`src/rtl/cnn_pkg.sv`:
```
// Shared constants and encodings for the cnn output-side blocks.
// Consumed by dom_collector and dom_argmax_tracker.
package cnn_pkg;

  localparam int DATA_W = 16;
  localparam int DEPTH  = 8;
  localparam int ADDR_W = 3;

  typedef enum logic {
    ST_COLLECT = 1'b0,
    ST_DRAIN   = 1'b1
  } state_t;

  localparam int ERR_W    = 3;
  localparam int ERR_DUP  = 0;
  localparam int ERR_MISS = 1;
  localparam int ERR_OVR  = 2;

endpackage

```
`src/rtl/dom_argmax_tracker.sv`:
```
// Running maximum over a stream of (value, index) pairs; strict-greater compare
// keeps the earliest index on ties when indices arrive in ascending order.
module dom_argmax_tracker
  import cnn_pkg::*;
#(
  parameter int DATA_W = cnn_pkg::DATA_W,
  parameter int ADDR_W = cnn_pkg::ADDR_W
) (
  input  logic              clock,
  input  logic              reset,
  input  logic              i_clear,
  input  logic              i_update,
  input  logic [DATA_W-1:0] i_value,
  input  logic [ADDR_W-1:0] i_index,
  output logic [ADDR_W-1:0] o_max_idx
);

  logic [DATA_W-1:0] r_max_val;
  logic [ADDR_W-1:0] r_max_idx;
  logic              w_greater;

  // A cleared tracker holds (0, 0), so an all-zero frame reports index 0.
  assign w_greater = (i_value > r_max_val);

  always_ff @(posedge clock or negedge reset) begin
    if (!reset) begin
      r_max_val <= '0;
      r_max_idx <= '0;
    end else if (i_clear) begin
      r_max_val <= '0;
      r_max_idx <= '0;
    end else if (i_update && w_greater) begin
      r_max_val <= i_value;
      r_max_idx <= i_index;
    end
  end

  assign o_max_idx = r_max_idx;

endmodule

```
`src/rtl/dom_collector.sv`:
```
// Captures one frame of cnn output words by address, then drains it in index
// order over a valid/ready stream while tracking the argmax.
module dom_collector
  import cnn_pkg::*;
#(
  parameter int DATA_W = cnn_pkg::DATA_W,
  parameter int DEPTH  = cnn_pkg::DEPTH,
  parameter int ADDR_W = cnn_pkg::ADDR_W
) (
  input  logic              clock,
  input  logic              reset,
  input  logic [DATA_W-1:0] dom_data,
  input  logic [ADDR_W-1:0] dom_address,
  input  logic              dom_ready,
  input  logic              finish,
  output logic              out_valid,
  input  logic              out_ready,
  output logic [DATA_W-1:0] out_data,
  output logic [ADDR_W-1:0] out_index,
  output logic              out_last,
  output logic [ADDR_W-1:0] argmax_idx,
  output logic              argmax_valid,
  output logic              busy,
  output logic [2:0]        err
);

  state_t            r_state;
  logic [DATA_W-1:0] r_buf [DEPTH];
  logic [DEPTH-1:0]  r_mask;
  logic              r_drained;
  logic              r_out_valid;
  logic [DATA_W-1:0] r_out_data;
  logic [ADDR_W-1:0] r_out_index;
  logic              r_out_last;
  logic              r_argmax_valid;
  logic [2:0]        r_err;

  logic              w_wr_en;
  logic              w_new_frame;
  logic              w_start;
  logic              w_hs;
  logic [DEPTH-1:0]  w_mask_base;
  logic [DEPTH-1:0]  w_mask_next;
  logic              w_dup;
  logic [ADDR_W-1:0] w_next_idx;
  logic [ADDR_W-1:0] w_rd_idx;
  logic [DATA_W-1:0] w_rd_data;
  logic [ADDR_W-1:0] w_trk_idx;

  assign w_wr_en     = dom_ready && (r_state == ST_COLLECT);
  assign w_new_frame = w_wr_en && r_drained;
  assign w_start     = finish && (r_state == ST_COLLECT);
  assign w_hs        = r_out_valid && out_ready;
  assign w_next_idx  = r_out_index + 1'b1;

  // The first write after a drain sees an empty mask, so it never flags a duplicate.
  assign w_mask_base = w_new_frame ? '0 : r_mask;
  assign w_dup       = w_wr_en && w_mask_base[dom_address];

  for (genvar gi = 0; gi < DEPTH; gi++) begin : g_mask
    assign w_mask_next[gi] = w_mask_base[gi] |
                             (w_wr_en && (dom_address == ADDR_W'(gi)));
  end

  // Forward a write coinciding with finish so beat 0 sees it.
  assign w_rd_idx  = w_start ? '0 : w_next_idx;
  assign w_rd_data = (w_wr_en && (dom_address == w_rd_idx)) ? dom_data :
                     (w_mask_next[w_rd_idx] ? r_buf[w_rd_idx] : '0);

  always_ff @(posedge clock or negedge reset) begin
    if (!reset) begin
      for (int i = 0; i < DEPTH; i++) begin
        r_buf[i] <= '0;
      end
    end else if (w_wr_en) begin
      r_buf[dom_address] <= dom_data;
    end
  end

  always_ff @(posedge clock or negedge reset) begin
    if (!reset) begin
      r_state        <= ST_COLLECT;
      r_mask         <= '0;
      r_drained      <= 1'b0;
      r_out_valid    <= 1'b0;
      r_out_data     <= '0;
      r_out_index    <= '0;
      r_out_last     <= 1'b0;
      r_argmax_valid <= 1'b0;
      r_err          <= '0;
    end else begin
      case (r_state)
        ST_COLLECT: begin
          r_mask <= w_mask_next;
          if (w_dup) begin
            r_err[ERR_DUP] <= 1'b1;
          end
          if (w_new_frame) begin
            r_drained      <= 1'b0;
            r_argmax_valid <= 1'b0;
          end
          if (finish) begin
            r_state     <= ST_DRAIN;
            r_out_valid <= 1'b1;
            r_out_index <= '0;
            r_out_data  <= w_rd_data;
            r_out_last  <= (DEPTH == 1);
            if (!(&w_mask_next)) begin
              r_err[ERR_MISS] <= 1'b1;
            end
          end
        end
        ST_DRAIN: begin
          if (dom_ready) begin
            r_err[ERR_OVR] <= 1'b1;
          end
          if (w_hs) begin
            if (r_out_last) begin
              r_state        <= ST_COLLECT;
              r_out_valid    <= 1'b0;
              r_out_data     <= '0;
              r_out_index    <= '0;
              r_out_last     <= 1'b0;
              r_argmax_valid <= 1'b1;
              r_drained      <= 1'b1;
            end else begin
              r_out_index <= w_next_idx;
              r_out_data  <= w_rd_data;
              r_out_last  <= (w_next_idx == ADDR_W'(DEPTH - 1));
            end
          end
        end
        default: r_state <= ST_COLLECT;
      endcase
    end
  end

  // Tracker resets with the frame that supersedes the reported result.
  dom_argmax_tracker #(
    .DATA_W (DATA_W),
    .ADDR_W (ADDR_W)
  ) u_argmax (
    .clock     (clock),
    .reset     (reset),
    .i_clear   (w_new_frame),
    .i_update  (w_hs),
    .i_value   (r_out_data),
    .i_index   (r_out_index),
    .o_max_idx (w_trk_idx)
  );

  assign out_valid    = r_out_valid;
  assign out_data     = r_out_data;
  assign out_index    = r_out_index;
  assign out_last     = r_out_last;
  assign argmax_idx   = w_trk_idx;
  assign argmax_valid = r_argmax_valid;
  assign busy         = (r_state == ST_DRAIN);
  assign err          = r_err;

endmodule

```
`config.mk`:
```
export PLATFORM = sky130hd
export DESIGN_NAME = dom_collector
export DESIGN_NICKNAME = d
export VERILOG_FILES = /design/src/rtl/cnn_pkg.sv /design/src/rtl/dom_argmax_tracker.sv /design/src/rtl/dom_collector.sv
export SDC_FILE = /design/constraint.sdc
export NUM_CORES = 1
export LEC_CHECK = 0
export CORE_UTILIZATION = 50
export DETAILED_ROUTE_END_ITERATION = 12
export PLACE_DENSITY = 0.76
export SYNTH_ARGS = -nofsm -noshare
export SYNTH_HDL_FRONTEND = slang
export SYNTH_HIERARCHICAL = 1
export SYNTH_SLANG_ARGS = --single-unit
export TNS_END_PERCENT = 30
```
`constraint.sdc`:
```
create_clock -name clock -period 2.62 [get_ports clock]
set_input_delay 0.786 -clock clock [delete_from_list [all_inputs] [get_ports clock]]
set_output_delay 0.786 -clock clock [all_outputs]
set_load 0.05 [all_outputs]
```
==> results.md, run 1 <==
- Peak Freq: 0.388 GHz
- Mapped Nets: approximately 680
- FILL cells: approximately 1.2k
- Remaining routing DRC violations: 0
- Total track usage: between 20% and 30%
- Vias/cell: 6.09
- 1st-iter DRT viols: 442
- Setup TNS: 0 ns
- CP startpoint: out_data[1]
- Gp weighted congestion: 0.882
- Max Fanout on Critical Path: 4
- Clock Tree Buf Depth: 2
- Syn. warnings: 6
- Final worst-path cycle share: 98.4%
- Relative slew slack: 65.6%
- Global Route met2 Usage: 43.6%
- Synth unique cells: 60
- Worst Path Arrival: 1.79 ns
- Pre-Repair DR Iteration Count: 5
- Fin Hold WS: 0.266 ns
- Fin crit period: 2.58 ns
- Synth area leaders: dfrtp_1 52%, mux2_2 17%, mux4_2 8.5%
- Worst hold path class: primary input to async pin
- Final-report max-slew violation count: 0
- Final Core Density: 62.8%
- First-pass GRT wire length: 35.5 mm
- Critical path's top delay family: buffers and inverters
- LEAKAGE: roughly 5 nW
- Synth top area share: 51.7%
- Vias in the first global route: roughly 6.6k
- Layout cells sized above 1: 39.7%
- Routed len/inst: 21.7 µm
- Max VDD drop: 0.591 mV
- CTS tree: built
- Post-CTS setup buffer count: 0
- Post-synth EDFFs: 0
- CTS clk-pin slew, worst paths: around 0.060 ns
- Boundary Pins: 53
- Die Area: 18000 µm²
- Hold Fails Final Rpt: 0
- GR Layer Usage met1: around 32%
- Critical path class: flop to primary output
- Max Cap Violations: 0
- Pwr Total: 0.00748 W
- Area growth syn-to-layout: 23.2%
- Flip-flop and latch area: 4530 µm²
- Detailed Route WL: 21.6 mm
- Root Driver: clkbuf_16
- Port bufs: 52
- Yosys top cell by area: dfrtp_1
- Most frequent cells after synthesis: 181 x dfrtp_1, 130 x mux2_2, 33 x mux4_2
- DPL Wire Length: 14.9 mm
- Seq/Total Area, Yosys: approximately 52%
- Ys async rst share: 100%
- H-tree levels: 4
- Multi-input logic area: 3990 µm²
- Slowest cell on crit path: clkdlybuf4s50_1
- Die height: 134 µm
- Most frequent cell after synthesis: dfrtp_1
- Critical path depth: 1
- Routed vias: 6055
- Met3 GRT Util: under 10%
- Worst reg2reg path startpoint: out_index[0]
- Hold_buf cts: 0
- Core area: 17200 µm²
- Setup crit end: out_data[1]
- Synthesized instance count: about 640
- Post-synth top flop: dfrtp_1
- Critical Path, Cell by Cell: clkdlybuf4s50_1
- Power Density: 693 nW/µm²
- Clock Skews: 0.00721 ns
- Clk Latency, worst-skew pair: 0.44 ns
- Final nets: roughly 800
- Crit. End Element: primary output
- Die width: about 130 µm
- Crit start category: flop
- GR peak layer: met2
- Mapped cell area: 8750 µm²
- CTS buffer count: 17
- Crit-path max cell delay: roughly 0.87 ns
- Largest net degree at the start of global routing: 48
- Cell row count: 48
- Path depth of the worst reg2reg path: 9
- Syn Area/Cell: 13.6 µm²
- Post-route ant nets: 0
- Req. time, crit path: approximately 1.8 ns
- Worst R2R End: out_data[7]
- Clock sink count: 181
- Unrepaired setup endpoints after global routing: no
- Post-cts sizing count: 0
- Status: finished clean
- Initial Utilization: about half
- Antenna diodes: 0
- Final setup fails: 0
- Worst slew pin tran: around 0.51 ns
- CP Buf/Inv Count: 1
- FF-to-FF setup slack: 0.19 ns
- GRT Residual Overflow: 0
- Seq cells post-synth: between 150 and 200
- Initial antenna violation count: 0
[per-stage QoR]
step | cells | worst slack (ns) | cell area (µm²)
after floorplan | 642 | 0.0296 | 8750
after global placement | 963 | -0.289 | 10200
after detailed placement | 963 | -0.381 | 10200
after CTS | 994 | 0.00741 | 10700
after global routing | 994 | 0.000602 | 10800
final | 994 | 0.0423 | 10800
[cell families after synthesis]
logic type / Yosys count / synth area share, %
adder cells (fa/ha/maj): 18 / 2.57
buffers and inverters: 59 / 3.32
AO/OA/AOI/OAI: 103 / 8.78
AND/OR/NAND/NOR: 101 / 6.46
flip-flops: 181 / 51.7
XOR/XNOR: 2 / 0.200
multiplexers: 178 / 26.9
[cells in the final DEF, fill, tap and decap left out, types with 15 or more instances in the layout]
cell type	n
nand3_1	26
a22oi_1	16
mux2_2	130
ha_1	18
clkbuf_16	17
inv_1	22
nand2_1	24
buf_4	66
clkdlybuf4s50_1	48
mux4_2	33
dfrtp_1	180
buf_12	15
[layer usage]
layer | share of wire [%] | up-vias
met5 | 0 | -
met4 | 3.1 | 0
met3 | 5.5 | 55
met2 | 51 | 233
met1 | 40 | 3116
li1 | - | 2651
[flip-flops by register name, summed over array words and instances (netlist names)]
name / cells
busy: 1
out_index: 3
out_valid: 1
u_argmax/o_max_idx: 3
argmax_valid: 1
u_argmax/r_max_val: 16
err: 3
r_buf: 128
out_data: 16
r_mask: 8
out_last: 1
[area by class of cell]
cell class	count	share of cell area [%]
clock buffer	21	4.36
clock inverter	10	0.917
inverter	22	0.766
multi-input combinational	402	37.0
sequential	181	42.0
tap	225	2.61
timing repair buffer	133	12.3
[worst min-delay path by stage]
stage / from / slack [ns] / to / depth (start not counted)
after floorplan: r_buf[100] / 0.47 / r_buf[100] / 1
after global placement: err[2] / 0.44 / err[2] / 1
after detailed placement: err[2] / 0.45 / err[2] / 1
after CTS: reset / 0.27 / r_buf[98] / 1
after global routing: reset / 0.29 / r_buf[98] / 1
final: reset / 0.27 / r_buf[98] / 1
[where the power goes]
group	internal [W]	switching, W
combinational	0.000970	0.00101
clock	0.00139	0.00108
sequential	0.00291	0.000119
total	0.00527	0.00221
No activity file was read; power rests on OpenSTA's default activity.
==> run 2: changes to the inputs <==
- CORE_ASPECT_RATIO: not set -> 0.5
- SYNTH_HIERARCHICAL: 1 -> not set
==> run 2 against run 1 <==
  * Non-clock buffer count down 20
  * Area after synthesis down 0.56%
  * Critical path depth unchanged
  * Maximum frequency is 1.2% higher
  * Design area fell by 2.0%
  * Sequential share of layout area increased by 0.84 points
  * Synthesized cell count increased by 8.6%
  * Core utilization increased by 0.60 points
  * Combinational power rose by 30%
  * Power grew 14%
  * Sequential power rose by 5%
  * Global-route usage shrank 1.9 points
  * Critical path type unchanged
  * Largest power group unchanged
==> results.md, run 2 <==
- Max Cap Violations: 0 (unchanged)
- Post-route ant nets: 0 (unchanged)
- Area growth syn-to-layout: 21.4%
- Routed vias: 6055 (unchanged)
- Worst hold path class: primary input to async pin
- Pwr Total: 0.00851 W (+14%)
- First-pass GRT wire length: 32.7 mm (-7.9%)
- Mapped cell area: 8700 µm² (-0.56%)
- Clk Latency, worst-skew pair: 0.43 ns (about the same)
- Largest net degree at the start of global routing: 58 (+21%)
- Post-synth EDFFs: 0 (unchanged)
- Die height: 95.3 µm (-29%)
- Worst Path Arrival: 1.76 ns (-0.03 ns)
- Seq/Total Area, Yosys: 52.0% (+0.29 points)
- CTS tree: built
- Worst slew pin tran: 0.551 ns (+0.0359 ns)
- Adder-cell share of the synthesized area: 2.59% (+0.014 points)
- Critical path's top delay family: buffers and inverters
- Slowest cell on crit path: clkdlybuf4s50_1
- Core area: 16700 µm² (-2.9%)
- Max VDD drop: 0.595 mV (+0.72%)
- Critical Path, Cell by Cell: clkdlybuf4s50_1
- Clock sink count: 181 (unchanged)
- Antenna diodes: 0 (unchanged)
- Post-cts sizing count: 0 (unchanged)
- Post-synth top flop: dfrtp_1
- Root Driver: clkbuf_16
- Synthesized instance count: 697 (+8.6%)
- Boundary Pins: 53 (unchanged)
- 1st-iter DRT viols: 408 (-7.7%)
- Setup TNS: 0 ns (unchanged)
- Remaining routing DRC violations: 0 (unchanged)
- Pre-CTS WS: -0.252 ns (+0.129 ns)
- Hold Fails Final Rpt: 0 (unchanged)
- Synth area leaders: dfrtp_1 52%, mux2_2 17%, mux4_2 4.7%
- Port bufs: 52 (unchanged)
- GRT Residual Overflow: 0 (unchanged)
- H-tree levels: 4 (unchanged)
- Peak Freq: 0.392 GHz (+1.2%)
- Max reg flops: 128 (unchanged)
- Die width: 189 µm (+40%)
- Die Area: 18000 µm² (-0.37%)
- Total track usage: 23.9% (-1.9 points)
- Critical path class: flop to primary output
- Most frequent cells after synthesis: 181 x dfrtp_1, 128 x mux2_2, 88 x nand2_1
- Vias in the first global route: 6035 (-8.8%)
- Final nets: 834 (+4.4%)
- Simple-gate share of the synthesized area: 7.27% (+0.81 points)
- Seq cells post-synth: 181 (unchanged)
- CTS clk-pin slew, worst paths: 0.07 ns (about the same)
- Hold_buf cts: 0 (unchanged)
- Gp weighted congestion: 0.881 (-0.11%)
- Final worst slack: 0.0719 ns (+0.0295 ns)
- Largest family of logic cells by synthesized area: multiplexers
- Compound-Gate Fraction of Synth Area: 9.17% (+0.39 points)
- Commonest cells after routing, fill and taps aside: 180 x dfrtp_1, 128 x mux2_2, 88 x nand2_1, 52 x buf_4, 50 x clkdlybuf4s50_1
- Cell row count: 33 (-31%)
- Detailed Route WL: 20.4 mm (-5.7%)
- Final setup fails: 0 (unchanged)
- Routed len/inst: 19.7 µm (-9.2%)
- Max Fanout on Critical Path: 8 (+4)
- Syn Area/Cell: 12.5 µm² (-8.4%)
- Synth unique cells: 58 (-3.3%)
- Cell Area, Placed: 9920 µm² (-2.4%)
- Flip-flop and latch area: 4530 µm² (unchanged)
- Commonest non-fill, non-tap cell in the layout: dfrtp_1
- Mux cell area share after synthesis: 25.6% (-1.3 points)
- FILL cells: 1243 (+1.1%)
- Post-CTS setup buffer count: 0 (unchanged)
- Clock Skews: 0.0157 ns (+0.00847 ns)
- Layout cells sized above 1: 33.0% (-6.6 points)
- Req. time, crit path: 1.83 ns (about the same)
- Syn. warnings: 0 (-6)
- Synth top area share: 52.0% (+0.29 points)
- Initial Utilization: 52.2% (+1.2 points)
- Multi-input logic area: 3920 µm² (-1.9%)
- Crit. End Element: primary output
- Vias/cell: 5.87 (-3.7%)
- Pre-Repair DR Iteration Count: 5 (unchanged)
- Final-report max-slew violation count: 0 (unchanged)
- Most frequent cell after synthesis: dfrtp_1
- Initial antenna violation count: 0 (unchanged)
- Crit start category: flop
- Crit-path max cell delay: 0.86 ns (about the same)
- Ys async rst share: 100% (unchanged)
- Yosys top cell by area: dfrtp_1
- Top reg by flops: r_buf
- XOR/XNOR share of the synthesized area: 0.201% (+0.0011 points)
- Unrepaired setup endpoints after global routing: no
- Final Core Density: 63.4% (+0.60 points)
- Status: finished clean
- Clock Tree Buf Depth: 2 (unchanged)
- Mapped Nets: 739 (+8.0%)
- LEAKAGE: 5.02 nW (-2.5%)
- Final worst-path cycle share: 97.3% (-1.1 points)
- Relative slew slack: 63.3% (-2.3 points)
- Design Area, Final: 10600 µm² (-2.0%)
- Power Density: 805 nW/µm² (+16%)
- DPL Wire Length: 13.9 mm (-6.8%)
- Fin crit period: 2.55 ns (-0.0295 ns)
- CTS buffer count: 17 (unchanged)
- CP Buf/Inv Count: 1 (unchanged)
-- run 2: cell types whose count changed after synthesis, sizes merged, moves of 4 or more --
cell / change
nor4: -4
mux4: -15
o31ai: -12
nand2: +64
a21o: -6
o22ai: -16
nand3: -20
a32oi: +15
mux2i: +23
o21ai: +27
a21oi: +7
-- run 2: metal layers --
layer,global-route usage (%),wire (µm)
met1,33.0,9300
met2,38.3,9630
met3,5.19,1160
met4,7.33,272
met5,0,0
-- run 2: path summary, 6_finish.rpt --
path / from / to / slack (ns) / cells after the start
max: busy / busy / 0.07 / 1
min: reset / r_buf[102] / 0.32 / 1
max reg2reg: out_index[0] / out_data[3] / 0.20 / 9
min reg2reg: err[2] / err[2] / 0.46 / 1
max in group asynchronous: reset / r_buf[98] / 1.59 / 2
min in group clock: err[2] / err[2] / 0.46 / 1
-- run 2: power breakdown --
group	total, W	leakage (nW)	internal, W	switching [W]
registers	0.00317	2.46	0.00299	0.000186
logic	0.00257	2.24	0.00106	0.00151
clock network	0.00277	0.317	0.00158	0.00119
total	0.00851	5.02	0.00562	0.00289
-- run 2: cell type report --
class / instances / share of cell area, %
sequential: 181 / 42.9
multi-input combinational: 453 / 37.0
timing repair buffer: 113 / 10.4
clock buffer: 18 / 4.15
tap: 227 / 2.69
clock inverter: 14 / 1.93
inverter: 26 / 0.971
-- run 2: stage by stage --
| step | instances | hold slack (ns) |
|---|---|---|
| 6_report | 1032 | 0.322 |
| 5_1_grt | 1032 | 0.356 |
| 4_1_cts | 1032 | 0.338 |
| 3_5_place_dp | 1000 | 0.447 |
| 3_3_place_gp | 1000 | 0.443 |
| 2_1_floorplan | 697 | 0.473 |
-- run 2: cells by family (layout without fill, tap and decap cells) --
logic type,after synthesis,in the layout
AO/OA/AOI/OAI,113,113
buffers and inverters,63,171
AND/OR/NAND/NOR,136,136
multiplexers,184,184
adder cells (fa/ha/maj),18,18
flip-flops,181,181
XOR/XNOR,2,2
==> run 3: changes to the inputs <==
- CORE_ASPECT_RATIO: 0.5 -> not set
==> run 3 against run 2 <==
  * Power down 3.4%
  * Sequential share of layout area up 0.14 points
  * Core utilization down 0.73 points
  * Count of clock-buffer cells in the layout unchanged
  * Final cell count about the same
  * Non-clock buffer count up 7
  * Register-to-register slack better by 0.05 ns
  * Largest power group unchanged
  * Via count up 0.74%
  * Critical path type unchanged
  * Sequential power about the same
  * Worst setup slack worse by 0.026 ns
  * First-iteration DRC count down 8.8%
==> results.md, run 3 (same netlist as run 2, synthesis figures left out) <==
- Core area: 16800 µm² (+0.82%)
- CP Buf/Inv Count: 1 (unchanged)
- Die width: 134 µm (-29%)
- CTS buffer count: 17 (unchanged)
- Vias in the first global route: 6453 (+6.9%)
- H-tree levels: 4 (unchanged)
- Max VDD drop: 0.606 mV (+1.9%)
- CTS clk-pin slew, worst paths: 0.07 ns (about the same)
- Routed vias: 6100 (+0.74%)
- Worst hold path class: primary input to async pin
- LEAKAGE: 5.01 nW (-0.17%)
- Hold Fails Final Rpt: 0 (unchanged)
- Critical path class: flop to primary output
- Root Driver: clkbuf_16
- Port bufs: 52 (unchanged)
- Req. time, crit path: 1.83 ns (about the same)
- Internal: 0.00543 W (-3.5%)
- Vias/cell: 5.92 (+0.84%)
- Hold_buf cts: 0 (unchanged)
- Switching Share: 34.0% (+0.065 points)
- Status: finished clean
- Final-report max-slew violation count: 0 (unchanged)
- Antenna diodes: 0 (unchanged)
- Clock Tree Buf Depth: 2 (unchanged)
- Clk Latency, worst-skew pair: 0.43 ns (about the same)
- Critical Path, Cell by Cell: clkdlybuf4s50_1
- Worst slew pin tran: 0.512 ns (-0.0387 ns)
- Critical path's top delay family: buffers and inverters
- Die height: 134 µm (+41%)
- Final nets: 841 (+0.84%)
- Die Area: 17900 µm² (-0.18%)
- Crit. End Element: primary output
- Relative slew slack: 65.8% (+2.5 points)
- Pre-Repair DR Iteration Count: 5 (unchanged)
- Slowest cell on crit path: clkdlybuf4s50_1
- Switching power of the nets: 0.00280 W (-3.2%)
- Initial Utilization: 51.8% (-0.43 points)
- Final worst-path cycle share: 98.2% (+0.99 points)
- Commonest cells after routing, fill and taps aside: 180 x dfrtp_1, 128 x mux2_2, 88 x nand2_1, 59 x buf_4, 50 x clkdlybuf4s50_1
- Cell row count: 47 (+42%)
- Power Density: 780 nW/µm² (-3.1%)
- Clock Skews: 0.0107 ns (-0.00495 ns)
- Final Core Density: 62.6% (-0.73 points)
- Routed len/inst: 20.6 µm (+4.3%)
- Clock sink count: 181 (unchanged)
- Area growth syn-to-layout: 21.0%
- FILL cells: 1327 (+6.8%)
- Commonest non-fill, non-tap cell in the layout: dfrtp_1
- 1st-iter DRT viols: 372 (-8.8%)
- Unrepaired setup endpoints after global routing: no
- Final cell count without fillers: 1031 (-0.097%)
- Top reg by flops: r_buf
- Worst Path Arrival: 1.79 ns (+0.03 ns)
- Total track usage: 25.4% (+1.5 points)
- Post-route ant nets: 0 (unchanged)
- Peak Freq: 0.388 GHz (-1.0%)
- Dpl cells: 1000 (unchanged)
- Detailed Route WL: 21.2 mm (+4.2%)
- Max Cap Violations: 0 (unchanged)
- Boundary Pins: 53 (unchanged)
- Combinational power share: 30.7% (+0.6 points)
- Largest net degree at the start of global routing: 61 (+5.2%)
- Max Fanout on Critical Path: 4 (-4)
- Layout cells sized above 1: 33.5% (+0.50 points)
- Final setup fails: 0 (unchanged)
- Clock network fraction of total power: 30.7% (-1.9 points)
- Crit-path max cell delay: 0.86 ns (about the same)
- Setup TNS: 0 ns (unchanged)
- CTS tree: built
- Initial antenna violation count: 0 (unchanged)
- GRT Residual Overflow: 0 (unchanged)
- Remaining routing DRC violations: 0 (unchanged)
- Gp weighted congestion: 0.857 (-2.7%)
- DPL Wire Length: 14.4 mm (+4.2%)
- Fin crit period: 2.57 ns (+0.0259 ns)
- Max reg flops: 128 (unchanged)
- Seq pwr share: 38.7% (+1.4 points)
- First-pass GRT wire length: 34.6 mm (+5.9%)
- Crit start category: flop
[run 3: final cells by class]
class                   count  area (µm²)  share of cell area [%]
clock buffers              18         429                    4.07
inverters                  26         100                   0.950
well taps                 220         275                    2.61
clock inverters            13         148                    1.40
repair buffers            120        1130                    10.8
multi-input cells         453        3920                    37.2
flip-flops and latches    181        4530                    43.0
[run 3: through the flow]
stage	cell area (µm²)	power [W]	worst slack, ns	hold slack, ns
3_5_place_dp	9950	0.00572	-0.262	0.444
6_report	10500	0.00822	0.0460	0.224
3_3_place_gp	9950	0.00563	-0.220	0.448
4_1_cts	10500	0.00825	0.0257	0.216
5_1_grt	10500	0.00861	0.00221	0.226
2_1_floorplan	8720	0.00477	0.0369	0.473
[run 3: what timing repair did]
action	in CTS	in global routing
buffers inserted	0	0
setup endpoints to repair	1	1
gates resized for setup	1	2
[run 3: final timing paths]
check | from | endpoint | slack [ns] | cells after the start
setup / recovery | out_data[1] | out_data[1] | 0.05 | 1
hold / removal | reset | r_buf[35] | 0.22 | 1
setup reg to reg | out_data[14] | u_argmax.r_max_val[1] | 0.25 | 7
hold reg to reg | err[2] | err[2] | 0.46 | 1
max in group asynchronous | reset | r_buf[102] | 1.61 | 2
min in group clock | err[2] | err[2] | 0.46 | 1
[run 3: layer usage]
metal | vias up | part of all wire, % | GRT usage [%] | routed length, µm
met3 | 39 | 3.9 | 4.23 | 820
met4 | 0 | 2.1 | 9.22 | 442
met1 | 3168 | 44 | 33.8 | 9360
li1 | 2738 | - | - | -
met2 | 155 | 50 | 42.0 | 10600
met5 | - | 0 | 0 | 0
[run 3: power groups by stage]
stage          Clock, W  Combinational, W  Sequential, W
5_1_grt         0.00268           0.00273        0.00320
2_1_floorplan         0           0.00134        0.00343
3_3_place_gp          0           0.00242        0.00321
6_report        0.00252           0.00252        0.00318
3_5_place_dp          0           0.00249        0.00322
4_1_cts         0.00257           0.00251        0.00317
